===== config.mk =====
export PLATFORM = sky130hd
export DESIGN_NAME = nbit_mosi_spi_rx_flat
export DESIGN_NICKNAME = d
export VERILOG_FILES = /design/src/rtl/nbit_mosi_spi_rx_pkg.sv /design/src/rtl/nbit_mosi_spi_rx_if.sv /design/src/rtl/spi_sat_counter.sv /design/src/rtl/nbit_mosi_spi_rx.sv /design/src/flat_wrapper.sv
export SDC_FILE = /design/constraint.sdc
export NUM_CORES = 1
export LEC_CHECK = 0
export ABC_AREA = 0
export CORE_MARGIN = 2
export CORE_UTILIZATION = 45
export DETAILED_ROUTE_END_ITERATION = 12
export GPL_TIMING_DRIVEN = 1
export PLACE_DENSITY = 0.74
export SKIP_LAST_GASP = 1
export SLEW_MARGIN = 20
export SYNTH_ARGS = -nofsm -noshare
export SYNTH_HDL_FRONTEND = slang
export SYNTH_SLANG_ARGS = --single-unit
export TNS_END_PERCENT = 5

===== constraint.sdc =====
create_clock -name i_SCK -period 1.9 [get_ports i_SCK]
set_clock_uncertainty 0.1 [all_clocks]
set_input_delay 0.475 -clock i_SCK [delete_from_list [all_inputs] [get_ports i_SCK]]
set_output_delay 0.475 -clock i_SCK [all_outputs]
set_load 0.1 [all_outputs]

===== src/rtl/nbit_mosi_spi_rx_pkg.sv =====
// Shared SPI definitions for the MOSI transmit and receive blocks: FSM state
// encoding, default word geometry and a sizing helper for the bit counter.
package nbit_mosi_spi_rx_pkg;

    // Default bits per serial word.
    localparam int unsigned SPI_DEFAULT_WIDTH = 8;

    // Default width of the completed-word counters.
    localparam int unsigned SPI_DEFAULT_CNT_W = 8;

    // Two-state framing machine; encodings are shared with the transmitter.
    typedef enum logic {
        StIdle    = 1'b0,
        StReceive = 1'b1
    } spi_state_e;

    // Bit counter must hold the values 0..width inclusive.
    function automatic int unsigned spi_bit_cnt_w(input int unsigned width);
        return $clog2(width + 1);
    endfunction

endpackage


===== src/rtl/nbit_mosi_spi_rx_if.sv =====
// Bus bundle between an SPI MOSI source and the word receiver. The master
// side drives the serial lines; the slave side returns the framed words.
interface nbit_mosi_spi_rx_if
    import nbit_mosi_spi_rx_pkg::*;
#(
    parameter int unsigned WIDTH = SPI_DEFAULT_WIDTH,
    parameter int unsigned CNT_W = SPI_DEFAULT_CNT_W
);

    // Serial side
    logic             i_MOSI;
    logic             i_CS;
    logic             i_DC;

    // Word side
    logic [WIDTH-1:0] o_DATA;
    logic             o_DC;
    logic             o_VALID;
    logic             o_ABORT;
    logic             o_BUSY;
    logic [CNT_W-1:0] o_CMD_CNT;
    logic [CNT_W-1:0] o_DATA_CNT;

    modport master (
        output i_MOSI,
        output i_CS,
        output i_DC,
        input  o_DATA,
        input  o_DC,
        input  o_VALID,
        input  o_ABORT,
        input  o_BUSY,
        input  o_CMD_CNT,
        input  o_DATA_CNT
    );

    modport slave (
        input  i_MOSI,
        input  i_CS,
        input  i_DC,
        output o_DATA,
        output o_DC,
        output o_VALID,
        output o_ABORT,
        output o_BUSY,
        output o_CMD_CNT,
        output o_DATA_CNT
    );

endinterface


===== src/rtl/spi_sat_counter.sv =====
// Saturating up-counter used to tally completed SPI words. Once the count
// reaches all-ones it stays there until reset.
module spi_sat_counter
    import nbit_mosi_spi_rx_pkg::*;
#(
    parameter int unsigned CNT_W = SPI_DEFAULT_CNT_W
) (
    input  logic             clk,
    input  logic             rst_n,
    input  logic             inc,
    output logic [CNT_W-1:0] count
);

    logic [CNT_W-1:0] count_q;
    logic [CNT_W-1:0] count_d;

    // Next count: step on request unless already pinned at the maximum.
    always_comb begin
        count_d = count_q;
        if (inc && (count_q != {CNT_W{1'b1}})) begin
            count_d = count_q + {{(CNT_W-1){1'b0}}, 1'b1};
        end
    end

    // Count register with asynchronous clear.
    always_ff @(posedge clk or negedge rst_n) begin
        if (!rst_n) begin
            count_q <= '0;
        end else begin
            count_q <= count_d;
        end
    end

    assign count = count_q;

endmodule


===== src/rtl/nbit_mosi_spi_rx.sv =====
// N-bit SPI MOSI word receiver. Bits arrive MSB first on rising i_SCK edges
// while CS is low; every WIDTH bits form a word that is presented on o_DATA
// together with the D/C qualifier sampled on its last bit. CS rising inside a
// word drops the partial word and pulses o_ABORT. Words are framed purely by
// the bit count, so CS may stay low across back-to-back words.
// WIDTH is expected to lie in 2..32.
module nbit_mosi_spi_rx
    import nbit_mosi_spi_rx_pkg::*;
#(
    parameter int unsigned WIDTH = SPI_DEFAULT_WIDTH,
    parameter int unsigned CNT_W = SPI_DEFAULT_CNT_W
) (
    input  logic              i_SCK,
    input  logic              i_RST,
    nbit_mosi_spi_rx_if.slave bus
);

    localparam int unsigned BitCntW = spi_bit_cnt_w(WIDTH);

    // Count value before the sample that completes a word.
    localparam logic [BitCntW-1:0] CntLast = BitCntW'(WIDTH - 1);
    localparam logic [BitCntW-1:0] CntOne  = BitCntW'(1);

    spi_state_e         state_q, state_d;
    logic [WIDTH-1:0]   shift_q, shift_d;
    logic [BitCntW-1:0] cnt_q,   cnt_d;
    logic [WIDTH-1:0]   data_q,  data_d;
    logic               dc_q,    dc_d;
    logic               valid_q, valid_d;
    logic               abort_q, abort_d;
    logic               inc_cmd;
    logic               inc_data;

    // Next-state, word capture and strobe generation for the framing FSM.
    always_comb begin
        state_d  = state_q;
        shift_d  = shift_q;
        cnt_d    = cnt_q;
        data_d   = data_q;
        dc_d     = dc_q;
        valid_d  = 1'b0;
        abort_d  = 1'b0;
        inc_cmd  = 1'b0;
        inc_data = 1'b0;

        unique case (state_q)
            StIdle: begin
                if (!bus.i_CS) begin
                    // First bit of a word; it ends up as the MSB after the
                    // remaining WIDTH-1 left shifts.
                    shift_d = {{(WIDTH-1){1'b0}}, bus.i_MOSI};
                    cnt_d   = CntOne;
                    state_d = StReceive;
                end
            end

            StReceive: begin
                if (bus.i_CS) begin
                    // CS released mid-word: drop the partial word.
                    shift_d = '0;
                    cnt_d   = '0;
                    abort_d = 1'b1;
                    state_d = StIdle;
                end else if (cnt_q == CntLast) begin
                    // LSB sample completes the word on this same edge.
                    shift_d  = {shift_q[WIDTH-2:0], bus.i_MOSI};
                    cnt_d    = cnt_q + CntOne;
                    data_d   = {shift_q[WIDTH-2:0], bus.i_MOSI};
                    dc_d     = bus.i_DC;
                    valid_d  = 1'b1;
                    inc_cmd  = ~bus.i_DC;
                    inc_data = bus.i_DC;
                    state_d  = StIdle;
                end else begin
                    shift_d = {shift_q[WIDTH-2:0], bus.i_MOSI};
                    cnt_d   = cnt_q + CntOne;
                end
            end

            default: begin
                state_d = StIdle;
            end
        endcase
    end

    // State, shift register, word holding register and one-cycle strobes.
    always_ff @(posedge i_SCK or negedge i_RST) begin
        if (!i_RST) begin
            state_q <= StIdle;
            shift_q <= '0;
            cnt_q   <= '0;
            data_q  <= '0;
            dc_q    <= 1'b0;
            valid_q <= 1'b0;
            abort_q <= 1'b0;
        end else begin
            state_q <= state_d;
            shift_q <= shift_d;
            cnt_q   <= cnt_d;
            data_q  <= data_d;
            dc_q    <= dc_d;
            valid_q <= valid_d;
            abort_q <= abort_d;
        end
    end

    spi_sat_counter #(
        .CNT_W (CNT_W)
    ) u_cmd_cnt (
        .clk   (i_SCK),
        .rst_n (i_RST),
        .inc   (inc_cmd),
        .count (bus.o_CMD_CNT)
    );

    spi_sat_counter #(
        .CNT_W (CNT_W)
    ) u_data_cnt (
        .clk   (i_SCK),
        .rst_n (i_RST),
        .inc   (inc_data),
        .count (bus.o_DATA_CNT)
    );

    assign bus.o_DATA  = data_q;
    assign bus.o_DC    = dc_q;
    assign bus.o_VALID = valid_q;
    assign bus.o_ABORT = abort_q;
    assign bus.o_BUSY  = (state_q == StReceive);

endmodule


===== src/flat_wrapper.sv =====
// flat-port wrapper written by rule: the top's interface ports become plain ports
module nbit_mosi_spi_rx_flat import nbit_mosi_spi_rx_pkg::*;
#(
    parameter int unsigned WIDTH = SPI_DEFAULT_WIDTH,
    parameter int unsigned CNT_W = SPI_DEFAULT_CNT_W
)
  (i_SCK, i_RST, bus_i_MOSI, bus_i_CS, bus_i_DC, bus_o_DATA, bus_o_DC, bus_o_VALID, bus_o_ABORT, bus_o_BUSY, bus_o_CMD_CNT, bus_o_DATA_CNT);
  nbit_mosi_spi_rx_if #(.WIDTH(WIDTH), .CNT_W(CNT_W)) bus_i ();
  input  logic i_SCK;
  input  logic i_RST;
  input wire logic [$bits(bus_i.i_MOSI)-1:0] bus_i_MOSI;
  input wire logic [$bits(bus_i.i_CS)-1:0] bus_i_CS;
  input wire logic [$bits(bus_i.i_DC)-1:0] bus_i_DC;
  output wire logic [$bits(bus_i.o_DATA)-1:0] bus_o_DATA;
  output wire logic [$bits(bus_i.o_DC)-1:0] bus_o_DC;
  output wire logic [$bits(bus_i.o_VALID)-1:0] bus_o_VALID;
  output wire logic [$bits(bus_i.o_ABORT)-1:0] bus_o_ABORT;
  output wire logic [$bits(bus_i.o_BUSY)-1:0] bus_o_BUSY;
  output wire logic [$bits(bus_i.o_CMD_CNT)-1:0] bus_o_CMD_CNT;
  output wire logic [$bits(bus_i.o_DATA_CNT)-1:0] bus_o_DATA_CNT;
  assign bus_i.i_MOSI = bus_i_MOSI;
  assign bus_i.i_CS = bus_i_CS;
  assign bus_i.i_DC = bus_i_DC;
  assign bus_o_DATA = bus_i.o_DATA;
  assign bus_o_DC = bus_i.o_DC;
  assign bus_o_VALID = bus_i.o_VALID;
  assign bus_o_ABORT = bus_i.o_ABORT;
  assign bus_o_BUSY = bus_i.o_BUSY;
  assign bus_o_CMD_CNT = bus_i.o_CMD_CNT;
  assign bus_o_DATA_CNT = bus_i.o_DATA_CNT;
  nbit_mosi_spi_rx #(.WIDTH(WIDTH), .CNT_W(CNT_W)) u_core (.i_SCK(i_SCK), .i_RST(i_RST), .bus(bus_i));
endmodule

# == Word level (Yosys, flattened, before mapping) ==
# Index checks and enable logic that the tools add are counted.
# totals
register_bits,39
latch_bits,0
mem_bits_rw,0
rom_bits,0
in_bits,5
out_inout_bits,28
n_memories,0
# op_classes
addsub,3
multipliers,0
n_div,0
n_lt_le_gt_ge,0
n_eq_ne,4
shifts,0
n_mux,21
bitwise_logic,3
n_reduce_logical,3
# ops
op,n
$add A8 B1 Y8 const B,2
$ne A8 B8 Y1 const B,2
$mux W1,14
$mux W7,2
$pmux W7 S2,1
$mux W4,2
$pmux W4 S2,1
$add A4 B1 Y4 const B,1
$eq A4 B3 Y1 const B,1
$not A1 Y1,3
$reduce_and A3 Y1,1
$logic_and A1 B1 Y1,2
$ne A2 B2 Y1 const B,1
$pmux W1 S2,1

# == Depth between registers and ports, before layout ==
# logic_depth
word_depth,5
depth_mapped,6
mapped_depth_nobuf,6

# == Cells and area by module ==
# Synthesis repeated with hierarchy kept, for this count alone.
# unflattened
hier_cells,128
hier_area_um2,1736.7
# modules_own_cells
module,n_inst,cells_per_inst,area_per_inst_um2,seq_area_each_um2
nbit_mosi_spi_rx,1,60,920.9,575.6
spi_sat_counter,2,34,407.9,200.2

# == Worst setup path after synthesis ==
# OpenSTA, ideal clock, no wires.
# synth_timing
kind,reg-to-reg
from,register u_core.u_cmd_cnt.count_q[0] (netlist: u_core.u_cmd_cnt.count[0])
to,register u_core.u_cmd_cnt.count_q[6] (netlist: u_core.u_cmd_cnt.count[6])
setup_ns,0.126
arrival_ns,2.249
slack_ns,-0.575
stages_incl_launch_ff,5
synth_period_minus_slack_ns,2.475
cell_sequence,dfrtp_1 ha_1 nand4_1 or4b_4 mux2_4
# synth_between
elab_chain_len,2
elab_cells_between_ends,3
# synth_lines
item,line_no,text
"start, declared",spi_sat_counter.sv:14,logic [CNT_W-1:0] count_q;
"start signal, assigned",spi_sat_counter.sv:30,count_q <= count_d;
"parallel branches: the longest is 2 deep, another holds $add A8 B1 Y8",n/a,
# Several ways; the timed one is not identified.
# A chain may end at the register's enable or synchronous reset.

# == Final worst setup path ==
# layout_timing
from,register u_core.cnt_q[1]
to,register u_core.u_cmd_cnt.count_q[6] (netlist: u_core.u_cmd_cnt.count[6])
# layout_between
elab_chain_len,5
# layout_lines
item,line_no,text
"start, declared",nbit_mosi_spi_rx.sv:26,"logic [BitCntW-1:0] cnt_q, cnt_d;"
"start signal, assigned",nbit_mosi_spi_rx.sv:99,cnt_q <= cnt_d;
$eq A4 B3 Y1,nbit_mosi_spi_rx.sv:64,end else if (cnt_q == CntLast) begin
$mux W1,nbit_mosi_spi_rx.sv:64,
$mux W1,nbit_mosi_spi_rx.sv:58,if (bus.i_CS) begin
$mux W1,nbit_mosi_spi_rx.sv:46,unique case (state_q)
$logic_and A1 B1 Y1,spi_sat_counter.sv:20,if (inc && (count_q != {CNT_W{1'b1}})) begin
# No other way between the ends.

==> key figures <==
Clocking
  – CTS H-tree lvls: 2
  – Clk buf depth: 2
  – CTS tree: built
  – Num CTS Buffers: 5
  – Clock Pin Slew Worst Setup and Hold Paths: about 0.070 ns
  – Root Driver: clkbuf_8
  – Post-CTS Hold Fix Bufs: 0
  – Clk sinks: 39
  – Clock latency at the later pin of the worst-skew pair: approximately 0.3 ns

Setup path
  – Critical Path RT: approximately 2 ns
  – CP max FO: 4
  – Worst setup SP type: flip-flop
  – RR Endpoint: u_core.u_cmd_cnt.count[6]$_DFFE_PN0P_
  – WS Path Type: reg -> reg
  – Worst EP arrival: roughly 2.0 ns
  – R2r startpoint: u_core.cnt_q[1]$_DFFE_PN0P_
  – Worst Setup SP: u_core.cnt_q[1]$_DFFE_PN0P_
  – Worst Reg-to-Reg Cells: 5
  – Crit path capture: u_core.u_cmd_cnt.count[6]$_DFFE_PN0P_
  – Reg2reg setup slack: between 0.02 and 0.025 ns
  – CP endpoint kind: flip-flop

Yosys
  – Share of synthesized registers carrying an async set or reset: 100%
  – Post-synth EDFFs: 0
  – Prevailing post-synth register cell: dfrtp_1
  – Mapped cell area: around 1700 um2
  – Synth cell types: 36
  – Yosys warns: 0
  – Yosys reg bits: 39
  – Sequential fraction of the synthesis area: 58.5%
  – Syn Inst Count: ~150
  – Syn Nets: around 160
  – Avg Inst Size Synth: approximately 11 um2

Final layout
  – Layout Cells excl Fill: between 200 and 250
  – Most common cell after layout, fill and taps aside: nand2_1
  – Syn-to-layout area delta: 54.3%
  – Most frequent cells in the layout: nand2_1 (31), buf_12 (28), dfrtp_1 (23)
  – Ant. Diodes: 0
  – Share of cells above drive strength 1: around two fifths
  – Finished Cell Area: about 2600 um2
  – Net count reported at finish: between 200 and 250

Power and ir drop
  – Clock power share: 40.6%
  – Power per cell area: 655 nW/um2
  – VDD IR max: about 0.43 mV
  – Total power: roughly 1.7 mW
  – P_sw: 0.396 mW
  – P_int: about 1.3 mW
  – P_leak: between 1 and 1.5 nW
  – Switch share: around a quarter
  – Sequential share of power: between 50% and 60%
  – Combinational share of power: approximately 8.3%

Hold path
  – Hold Path Class: in -> async

Floorplanning
  – Row cnt: 22
  – Die H: ~65 um
  – Initial Utilization: 46.3%
  – Die area: roughly 4200 um2
  – Ports: 33
  – Core area: 3610 um2
  – Die X: 64.9 um

Placed design
  – Input/output buffers: 32
  – Placed Cells: 233
  – Gpl congestion: a little over 0.8
  – DP Area: around 2400 um2
  – Final HPWL DP: approximately 2.5 mm

Route
  – Vias per cell: ~5.2
  – DRC viols: 0
  – Detailed Route WL: about 3.5 mm
  – Via count: 1270
  – Pre-Repair DR Iteration Count: 4
  – DRT iter0 DRCs: 54
  – Detailed-route wire length per cell: 14.3 um
  – Final ANT Viol Nets: 0

Global routing
  – Vias in the first global route: about 1300
  – GRT Total Usage: 18.9%
  – GR Overflow Total: 0
  – Initial antenna violation count: 0
  – Pin count of the biggest net entering global routing: 40
  – Global-route wire length before repair: slightly below 6 mm

Timing
  – Final Hold Violating Endpoints: 0
  – Crit share post-route: a little over nine tenths
  – RSZ-0062 raised after global routing: yes
  – Final setup fails: 0
  – Worst relative slew slack: approximately 56%
  – Least-Margin Pin Slew: 0.665 ns
  – Final hold slack: 0.113 ns
  – Final Max Tran Viols: 0
  – Max Freq: ~0.53 GHz
  – Post-route minimum period: between 1.5 and 2 ns

Flow run
  – Max_cap viols: 0

Run status
  – Outcome: completed
==> per-layer routing <==
| metal | routed length (um) | track usage, % | share of wire (%) | up-vias |
|---|---|---|---|---|
| met1 | 1400 | 21.9 | 40 | 623 |
| met2 | 1850 | 32.0 | 53 | 35 |
| li1 | - | - | - | 605 |
| met4 | 86 | 10.4 | 2.5 | 0 |
| met5 | 0 | 0 | 0 | - |
| met3 | 159 | 4.86 | 4.6 | 7 |
==> cells in the mapped netlist (all sizes together) (3+ instances only) <==
| cell type | n | area [um2] |
|---|---|---|
| and3 | 5 | 31.3 |
| mux2 | 7 | 82.6 |
| xor2 | 3 | 26.3 |
| xnor2 | 6 | 52.6 |
| o21ai | 3 | 15.0 |
| nand3 | 6 | 30.0 |
| inv | 4 | 15.0 |
| dfrtp | 39 | 976 |
| nor2 | 3 | 11.3 |
| ha | 3 | 37.5 |
| o211ai | 3 | 22.5 |
| a22o | 8 | 70.1 |
| clkbuf | 3 | 11.3 |
| nand2 | 32 | 123 |
==> layout make-up <==
| class | instances | area [um2] |
|---|---|---|
| Clock buffer | 5 | 68.8 |
| Clock inverter | 3 | 43.8 |
| Fill cell | 256 | 1030 |
| Inverter | 5 | 22.5 |
| Multi-Input combinational cell | 100 | 679 |
| Sequential cell | 39 | 1000 |
| Tap cell | 48 | 60.1 |
| Timing Repair Buffer | 45 | 696 |
==> sequential cells by signal, summed over array words and instances, names as in the netlist <==
name	cells
u_core.bus.o_ABORT	1
u_core.bus.o_BUSY	1
u_core.bus.o_DATA	8
u_core.bus.o_DC	1
u_core.bus.o_VALID	1
u_core.cnt_q	4
u_core.shift_q	7
u_core.u_cmd_cnt.count	8
u_core.u_data_cnt.count	8
==> worst min-delay path by stage <==
stage / to / slack, ns / cells after the start
6_report: u_core.bus.o_DATA[1]$_DFFE_PN0P_ / 0.11 / 2
5_1_grt: u_core.u_data_cnt.count[4]$_DFFE_PN0P_ / 0.15 / 2
4_1_cts: u_core.bus.o_DATA[2]$_DFFE_PN0P_ / 0.13 / 2
3_5_place_dp: u_core.bus.o_DATA[7]$_DFFE_PN0P_ / 0.38 / 2
3_3_place_gp: u_core.bus.o_DATA[7]$_DFFE_PN0P_ / 0.36 / 2
2_1_floorplan: u_core.bus.o_ABORT$_DFF_PN0_ / 0.08 / 0
==> repair_timing <==
| item | in CTS | in global routing |
|---|---|---|
| endpoints found under the setup margin | 2 | 12 |
| setup buffers | 0 | 4 |
| resized for setup | 1 | 4 |
| pin swaps | 2 | 3 |
| cloned | 0 | 0 |
==> kinds of logic (layout without fill, tap and decap cells) <==
kind of cell | after synthesis | count (layout) | share of synthesized area [%]
fa+ha+maj | 3 | 3 | 2.25
simple gates | 60 | 60 | 17.9
xor+xnor | 9 | 9 | 4.73
flops | 39 | 39 | 58.5
buf+inv | 9 | 58 | 2.10
compound gates | 19 | 19 | 8.40
mux | 9 | 9 | 6.15
==> worst max-delay path: stages (launching register included) <==
cell and delay, ns:
dfrtp_1 0.38, ha_2 0.19, and3b_2 0.23, nand2_2 0.08, or4b_4 0.49, mux2_4 0.31
==> metrics by stage <==
step,TNS [ns],util [%],setup WS (ns)
floorplan,-0.148,-,-0.0783
global placement,-4.14,67.0,-0.318
detailed placement,-5.62,67.0,-0.351
CTS,-0.00799,70.3,-0.00799
global route,-0.0259,71.4,-0.0214
finish,0,71.4,0.0229
==> power groups by stage <==
stage               clock network [mW]  logic, mW  registers (mW)
floorplan                            0     0.0261           0.917
global placement                     0      0.134           0.877
detailed placement                   0      0.137           0.878
CTS                              0.699      0.137           0.862
global route                     0.738      0.150           0.863
finish                           0.685      0.140           0.862
Note: power is estimated with default switching activity, not from simulation.
